--- src/rtl/branch_unit_pkg.sv ---
// rtl/branch_unit_pkg.sv - shared definitions for branch resolution
// Contents:
//   XLEN_DEFAULT - default operand width
//   F3BR_*       - B-type funct3 branch condition encodings (f3Br group)
package branch_unit_pkg;

    localparam int XLEN_DEFAULT = 32;

    localparam logic [2:0] F3BR_EQ   = 3'b000;
    localparam logic [2:0] F3BR_NE   = 3'b001;
    localparam logic [2:0] F3BR_RSV0 = 3'b010;
    localparam logic [2:0] F3BR_RSV1 = 3'b011;
    localparam logic [2:0] F3BR_LT   = 3'b100;
    localparam logic [2:0] F3BR_GE   = 3'b101;
    localparam logic [2:0] F3BR_LTU  = 3'b110;
    localparam logic [2:0] F3BR_GEU  = 3'b111;

endpackage

--- src/rtl/branch_cmp.sv ---
// rtl/branch_cmp.sv - combinational operand comparator for branch resolution
// Ports:
//   rs1, rs2 - XLEN-bit source operands
//   eq       - rs1 == rs2
//   lt_s     - rs1 < rs2, two's complement
//   lt_u     - rs1 < rs2, unsigned
module branch_cmp
    import branch_unit_pkg::*;
#(
    parameter int XLEN = XLEN_DEFAULT
) (
    input  logic [XLEN-1:0] rs1,
    input  logic [XLEN-1:0] rs2,
    output logic            eq,
    output logic            lt_s,
    output logic            lt_u
);

    always_comb begin
        eq   = (rs1 == rs2);
        lt_u = (rs1 < rs2);
        // Differing sign bits decide a signed compare outright: the negative
        // operand is the smaller one. Matching signs reduce to unsigned order.
        if (rs1[XLEN-1] != rs2[XLEN-1]) begin
            lt_s = rs1[XLEN-1];
        end else begin
            lt_s = lt_u;
        end
    end

endmodule

--- src/rtl/branch_unit.sv ---
// rtl/branch_unit.sv - RV32I conditional branch resolution, execute stage
// Optional macro: BRANCH_STATS_EN adds br_count / taken_count counters.
// Ports:
//   clk, rst          - clock, asynchronous active-high reset
//   branch            - current instruction is a conditional branch
//   funct3            - branch condition (F3BR_* encodings)
//   rs1, rs2          - source operands
//   taken, illegal    - combinational decision / reserved-funct3 flag
//   taken_q, illegal_q- registered copies, one cycle later
//   br_count          - legal branches seen (BRANCH_STATS_EN only)
//   taken_count       - taken branches seen (BRANCH_STATS_EN only)
module branch_unit
    import branch_unit_pkg::*;
#(
    parameter int XLEN = XLEN_DEFAULT
) (
    input  logic            clk,
    input  logic            rst,
    input  logic            branch,
    input  logic [2:0]      funct3,
    input  logic [XLEN-1:0] rs1,
    input  logic [XLEN-1:0] rs2,
    output logic            taken,
    output logic            illegal,
    output logic            taken_q,
`ifdef BRANCH_STATS_EN
    output logic            illegal_q,
    output logic [31:0]     br_count,
    output logic [31:0]     taken_count
`else
    output logic            illegal_q
`endif
);

    logic eq;
    logic lt_s;
    logic lt_u;

    branch_cmp #(.XLEN(XLEN)) u_cmp (
        .rs1  (rs1),
        .rs2  (rs2),
        .eq   (eq),
        .lt_s (lt_s),
        .lt_u (lt_u)
    );

    // The default arm covers unknown funct3 so taken never picks up X.
    always_comb begin
        taken   = 1'b0;
        illegal = 1'b0;
        if (branch) begin
            case (funct3)
                F3BR_EQ:   taken = eq;
                F3BR_NE:   taken = ~eq;
                F3BR_LT:   taken = lt_s;
                F3BR_GE:   taken = ~lt_s;
                F3BR_LTU:  taken = lt_u;
                F3BR_GEU:  taken = ~lt_u;
                F3BR_RSV0,
                F3BR_RSV1: illegal = 1'b1;
                default: begin
                    taken   = 1'b0;
                    illegal = 1'b0;
                end
            endcase
        end
    end

    always_ff @(posedge clk or posedge rst) begin
        if (rst) begin
            taken_q   <= 1'b0;
            illegal_q <= 1'b0;
        end else begin
            taken_q   <= taken;
            illegal_q <= illegal;
        end
    end

`ifdef BRANCH_STATS_EN
    always_ff @(posedge clk or posedge rst) begin
        if (rst) begin
            br_count    <= 32'd0;
            taken_count <= 32'd0;
        end else begin
            if (branch && !illegal) begin
                br_count <= br_count + 32'd1;
            end
            if (taken) begin
                taken_count <= taken_count + 32'd1;
            end
        end
    end
`endif

endmodule

--- config.mk ---
export PLATFORM = sky130hd
export DESIGN_NAME = branch_unit
export DESIGN_NICKNAME = d
export VERILOG_FILES = /design/src/rtl/branch_unit_pkg.sv /design/src/rtl/branch_cmp.sv /design/src/rtl/branch_unit.sv
export SDC_FILE = /design/constraint.sdc
export NUM_CORES = 1
export LEC_CHECK = 0
export ABC_CLOCK_PERIOD_IN_PS = 2700
export BUFFER_PORTS_ARGS = -buffer_cell sky130_fd_sc_hd__buf_2
export CAP_MARGIN = 20
export CORE_MARGIN = 2
export CORE_UTILIZATION = 25
export CTS_CLUSTER_SIZE = 40
export DETAILED_ROUTE_END_ITERATION = 7
export PLACE_DENSITY = 0.63
export SLEW_MARGIN = 20
export SYNTH_ARGS = -nofsm -noshare
export SYNTH_HDL_FRONTEND = slang
export SYNTH_SLANG_ARGS = --single-unit
--- constraint.sdc ---
create_clock -name clk -period 2.7 [get_ports clk]
set_input_delay 0.54 -clock clk [delete_from_list [all_inputs] [get_ports clk]]
set_output_delay 0.54 -clock clk [all_outputs]
set_load 0.02 [all_outputs]
==> results of run 1 <==
registers in the layout (all words and copies together), names as in the netlist:
name	count
illegal_q	1
taken_q	1
Yosys cell counts, drive strengths merged, types with 2 or more instances:
| cell type | instances | area (um^2) |
|---|---|---|
| nor4 | 2 | 18.8 |
| dfrtp | 2 | 50.1 |
| a2111oi | 2 | 23.8 |
| nand3 | 4 | 20.0 |
| ha | 32 | 400 |
| inv | 34 | 128 |
| nor2 | 5 | 21.3 |
| nor3b | 2 | 15.0 |
| nand4 | 8 | 50.1 |
| nand2 | 13 | 48.8 |
| o21ai | 4 | 20.0 |
| a21oi | 13 | 65.1 |
| o211ai | 2 | 15.0 |
report_power, final:
part           switching [mW]  internal [mW]
Sequential           0.000349         0.0321
Combinational           0.114          0.137
Clock                  0.0208         0.0940
through the flow:
stage / util (%) / TNS (ns) / worst slack, ns / hold slack, ns / instances
global placement: 39.7 / -0.274 / -0.274 / 0.391 / 265
global route: 48.8 / -0.275 / -0.275 / 0.175 / 269
floorplan: - / 0 / 0.0151 / 0.281 / 134
CTS: 44.3 / -0.265 / -0.265 / 0.172 / 268
finish: 48.8 / -0.217 / -0.217 / 0.178 / 269
detailed placement: 39.7 / -0.304 / -0.304 / 0.392 / 265
layout make-up:
class	count	share of cell area [%]
inverter	34	7.09
multi-input combinational	98	56.5
timing repair buffer	84	28.0
tap	48	3.34
sequential	2	2.78
clock buffer	3	2.29
path summary, 6_finish.rpt:
check	to	slack (ns)	cells past startpoint
max	taken	-0.22	10
min	illegal_q	0.18	2
max in group asynchronous	taken_q	2.41	2
min in group clk	illegal_q	0.58	2
logic make-up after synthesis:
| kind of cell | count (synthesis) | share of synthesized area (%) |
|---|---|---|
| buffers and inverters | 34 | 13.2 |
| muxes | 1 | 1.04 |
| DFF | 2 | 5.19 |
| AOI/OAI and AO/OA | 27 | 18.3 |
| and+or+nand+nor | 38 | 20.8 |
| adders and majority gates | 32 | 41.5 |
per-layer routing:
layer / vias up / global-route usage, % / wire [um]
met5: - / 0 / 0
met1: 553 / 13.8 / 1140
met3: 0 / 1.87 / 208
li1: 651 / - / -
met4: 0 / 4.08 / 0
met2: 41 / 22.3 / 1560
timing repair:
action / CTS / global route
setup endpoints to repair: 1 / 1
cloned: 0 / 0
pin swaps: 12 / 8
gates resized for setup: 22 / 20
setup buffers: 0 / 1
==> qor.csv, run 1 <==
metric;value;unit
CTS max path bufs;2;
worst hold path class;in2async;
Detailed Routing Iterations Pass 1;4;
Setup crit end kind;output pin;
CTS Hold Bufs;0;
io pins;74;
Post-Synthesis Cells;134;
global route total overflow;0;
fillers;376;
RSZ-0062 raised after global routing;yes;
area occupied by multi-input gates;0.00102;mm^2
routed len/inst;10.8;um
slowest cell on the critical path;nor4_2;
WS Path Type;in2out;
Via density;4.63;
Mean Syn Cell Area;7.20;um^2
CP max stage delay;0.35;ns
share of layout cells above drive strength 1;52.9;%
Crit Path Max Fanout;4;
max cap viols;0;
Worst Setup SP;rs2[10];
vias in the first global route;1150;
Critical Path Source Type;input pin;
drt first-iter violations;39;
total power;0.398;mW
Worst EP arrival;2.38;ns
via count;1245;
die height;66.1;um
clk sinks;2;
Fin. Hold Viols;0;
DP Area;0.00147;mm^2
Core Footprint;0.00369;mm^2
Total Wirelength;2.90;mm
Starting Density;26.2;%
Leakage;0.946;nW
Clock transition at path regs;0.03;ns
Antenna Diode Count;0;
Seq/Total Area, Yosys;5.19;%
ys flop type;dfrtp_1;
fin nets;325;
pwr dens;221;mW/mm^2
Async S/R FF share, synth;100;%
Yosys reg bits;2;
drt drc;0;
family with the most delay on the worst path;simple AND/OR/NAND/NOR gates;
Final GP Congestion;0.787;
fmax;0.343;GHz
CTS tree;yes;
commonest non-fill, non-tap cell in the layout;buf_2;
GRT Overall Usage;12.0;%
global-route wire length before repair;4.26;mm
CP required;2.16;ns
most frequent cells in the layout;64 x buf_2, 28 x inv_1, 17 x ha_1;
failing checks;negative setup slack;
DIE AREA;0.00437;mm^2
Num CTS Buffers;3;
Final Cycle Share;108;%
Layout Cell Area excl Fill;0.00180;mm^2
Slew Viols, Final;0;
final setup vio count;1;
largest net degree at the start of global routing;7;
initial antenna violation count;0;
status;complete, but fails checks;
Die Width;66.1;um
WP buf/inv;3;
syn nets;236;
Area Overhead vs Synth;86.6;%
Worst-Margin Slew;0.270;ns
final worst setup slack;-0.217;ns
number of routed nets with antenna violations;0;
VDD IR max;70.3;uV
worst rel slew slack;81.9;%
synth unique cells;27;
min cycle time layout;2.92;ns
hpwl dp;2.26;mm
root buffer cell;clkbuf_8;
Yosys Warn Count;0;
Port-buffer cells;73;
critical path, cell by cell;buf_2 -> inv_2 -> ha_4 -> nand4_1 -> nor4_2 -> nand2_1 -> mux2i_1 -> o31a_1 -> a311o_1 -> buf_6;
post-synthesis cell area;965;um^2
CTS H-tree depth;1;
number of flops mapped to enable cells by yosys;0;
register area;50.0;um^2
FP Rows;22;
Power figures use the tool's default switching activity.
==> run 2: changes to the inputs <==
Settings changed: ABC_AREA from default to 1, CAP_MARGIN 20 to 0, PLACE_DENSITY 0.63 to default, PLACE_DENSITY_LB_ADDON from default to 0.08.
==> run 2 against run 1 <==
Effect of this change: the flow now finishes without violations; routed wire length shrank 20%; combinational power shrank 11%; sequential power is 2% higher; final area down 9.6%; worst hold slack worse by 0.0052 ns; utilization shrank 8.1 points; area after synthesis up 8.0%; cell count grew 10%; flip-flop and latch count stayed put; setup slack improved by 0.37 ns; highest routed layer unchanged.
==> qor.csv, run 2 <==
metric;value;unit;change
status;completed;;
drt drc;0;;unchanged
io pins;74;;unchanged
Fin. Hold Viols;0;;unchanged
largest registers;illegal_q (1), taken_q (1);;
syn nets;271;;+15%
clk sinks;2;;unchanged
Worst-Margin Slew;0.229;ns;-0.0405 ns
Post-Route Utilization;40.7;%;-8.1 points
aggregate negative setup slack;0;ns;+0.217 ns
Worst EP arrival;2.01;ns;-0.37 ns
Worst Setup SP;rs1[13];;
Detailed Routing Iterations Pass 1;4;;unchanged
initial antenna violation count;0;;unchanged
Antenna Diode Count;0;;unchanged
fillers;446;;+19%
vias in the first global route;1101;;-4.3%
synth unique cells;18;;-33%
pwr dens;229;mW/mm^2;+3.6%
Port-buffer cells;73;;unchanged
area occupied by multi-input gates;918;um^2;-9.7%
CTS Hold Bufs;0;;unchanged
final cell count without fillers;297;;+10%
Synth top area share;38.4;%;-3.1 points
Via density;4.06;;-12%
total power;0.373;mW;-6.4%
sw frac;35.9;%;+2.0 points
max cap viols;0;;unchanged
most frequent cells after synthesis;45 x inv_1, 43 x nand2_1, 32 x ha_1;;
clock share of power;31.3;%;+2.5 points
top post-synthesis cells by area;ha_1 38%, inv_1 16%, nand2_1 15%;;
Slew Viols, Final;0;;unchanged
Area Overhead vs Synth;56.2;%;
Post-Synthesis Cells;169;;+26%
Yosys reg bits;2;;unchanged
Seq/Total Area, Yosys;4.80;%;-0.39 points
Yosys Warn Count;0;;unchanged
register area;50.0;um^2;unchanged
CTS max path bufs;2;;unchanged
Final Cycle Share;94.4;%;-14 points
WS Path Type;in2out;;
sequential share of power;8.9;%;+0.7 points
die height;68.6;um;+3.7%
area leader, netlist;ha_1;;
P_sw;0.134;mW;-0.82%
commonest non-fill, non-tap cell in the layout;buf_2;;
ys flop type;dfrtp_1;;
Die Width;68.6;um;+3.7%
Setup crit end kind;output pin;;
fin nets;351;;+8.0%
Final GP Congestion;0.751;;-4.7%
Starting Density;26.1;%;-0.098 points
min cycle time layout;2.55;ns;-0.368 ns
share of layout cells above drive strength 1;41.3;%;-12 points
largest net degree at the start of global routing;7;;unchanged
number of flops mapped to enable cells by yosys;0;;unchanged
RSZ-0062 raised after global routing;no;;
combinational share of power;59.8;%;-3.2 points
Total Wirelength;2.33;mm;-20%
global route total overflow;0;;unchanged
via count;1207;;-3.1%
root buffer cell;clkbuf_8;;
Clock transition at path regs;0.03;ns;about the same
Leakage;1.04;nW;+9.5%
drt first-iter violations;19;;-51%
hpwl dp;2.08;mm;-7.8%
post-synthesis cell area;0.00104;mm^2;+8.0%
Placed Cells;292;;+10%
fmax;0.392;GHz;+14%
number of routed nets with antenna violations;0;;unchanged
CP required;2.16;ns;about the same
global-route wire length before repair;3.82;mm;-11%
Core Footprint;0.00400;mm^2;+8.4%
worst hold path class;in2async;;
DIE AREA;0.00470;mm^2;+7.5%
Crit Path Max Fanout;3;;-1
Num CTS Buffers;3;;unchanged
P_int;0.239;mW;-9.2%
worst hold slack;0.173;ns;-0.00519 ns
final setup vio count;0;;-1
count leader, synth;inv_1;;
VDD IR max;86.0;uV;+22%
Async S/R FF share, synth;100;%;unchanged
CTS H-tree depth;1;;unchanged
Critical Path Source Type;input pin;;
most frequent cells in the layout;72 x buf_2, 45 x inv_1, 42 x nand2_1;;
routed len/inst;7.85;um;-27%
worst rel slew slack;84.6;%;+2.7 points
Mean Syn Cell Area;6.17;um^2;-14%
CTS tree;yes;;
FP Rows;23;;+4.5%
GRT Overall Usage;10.1;%;-1.9 points
run 2: cell types whose count changed after synthesis, sizes merged, moves of 2 or more:
cell,change
nand3,+2
inv,+11
a2111oi,-2
nand2,+33
a21oi,+4
o21a,+2
o211ai,-2
nor3b,-2
nor2,+7
nand4,-6
nor4,-2
run 2: stage by stage:
stage	setup slack, ns	instance area, um^2
global placement	0.0940	1470
detailed placement	0.0931	1470
finish	0.151	1630
floorplan	0.347	1040
global route	0.00814	1630
CTS	0.0888	1510
run 2: area by class of cell:
cell class	count	share of cell area, %
clock buffers	3	2.54
inverters	45	10.4
multi-input cells	122	56.4
flip-flops and latches	2	3.07
well taps	50	3.84
repair buffers	75	23.8
run 2: cell families after synthesis:
kind of cell               synth area share, %
AOI/OAI and AO/OA                         12.8
adders and majority gates                 38.4
and+or+nand+nor                           27.7
DFF                                       4.80
buffers and inverters                     16.2
run 2: per-layer routing:
| metal | share of wire (%) | vias to the layer above | GRT usage, % |
|---|---|---|---|
| met4 | 0 | 0 | 3.00 |
| met3 | 8.0 | 0 | 1.14 |
| met1 | 46 | 483 | 12.2 |
| li1 | - | 685 | - |
| met5 | 0 | - | 0 |
| met2 | 46 | 39 | 18.6 |
run 2: timing repair:
item,4_1_cts,5_1_grt
setup endpoints to repair,0,1
resized for setup,0,18
setup buffers,0,2
run 2: critical path: stages:
cell     delay (ns)
buf_2          0.10
ha_1           0.30
nand2_1        0.09
nor2_2         0.05
buf_4          0.12
a21oi_2        0.12
nand2_1        0.08
nand2_2        0.08
nand3_2        0.08
nand3_1        0.07
nand2_1        0.07
a21oi_2        0.17
buf_6          0.14
run 2: power groups by stage:
stage,clock network (mW),logic [mW],registers (mW)
2_1_floorplan,0,0.117,0.0371
4_1_cts,0.121,0.199,0.0333
3_5_place_dp,0,0.198,0.0336
3_3_place_gp,0,0.201,0.0335
6_report,0.117,0.223,0.0333
5_1_grt,0.127,0.260,0.0335
run 2: path summary, 6_finish.rpt:
| check | end | slack, ns |
|---|---|---|
| max in group asynchronous | taken_q | 2.42 |
| max | taken | 0.15 |
| min in group clk | illegal_q | 0.59 |
| min | illegal_q | 0.17 |
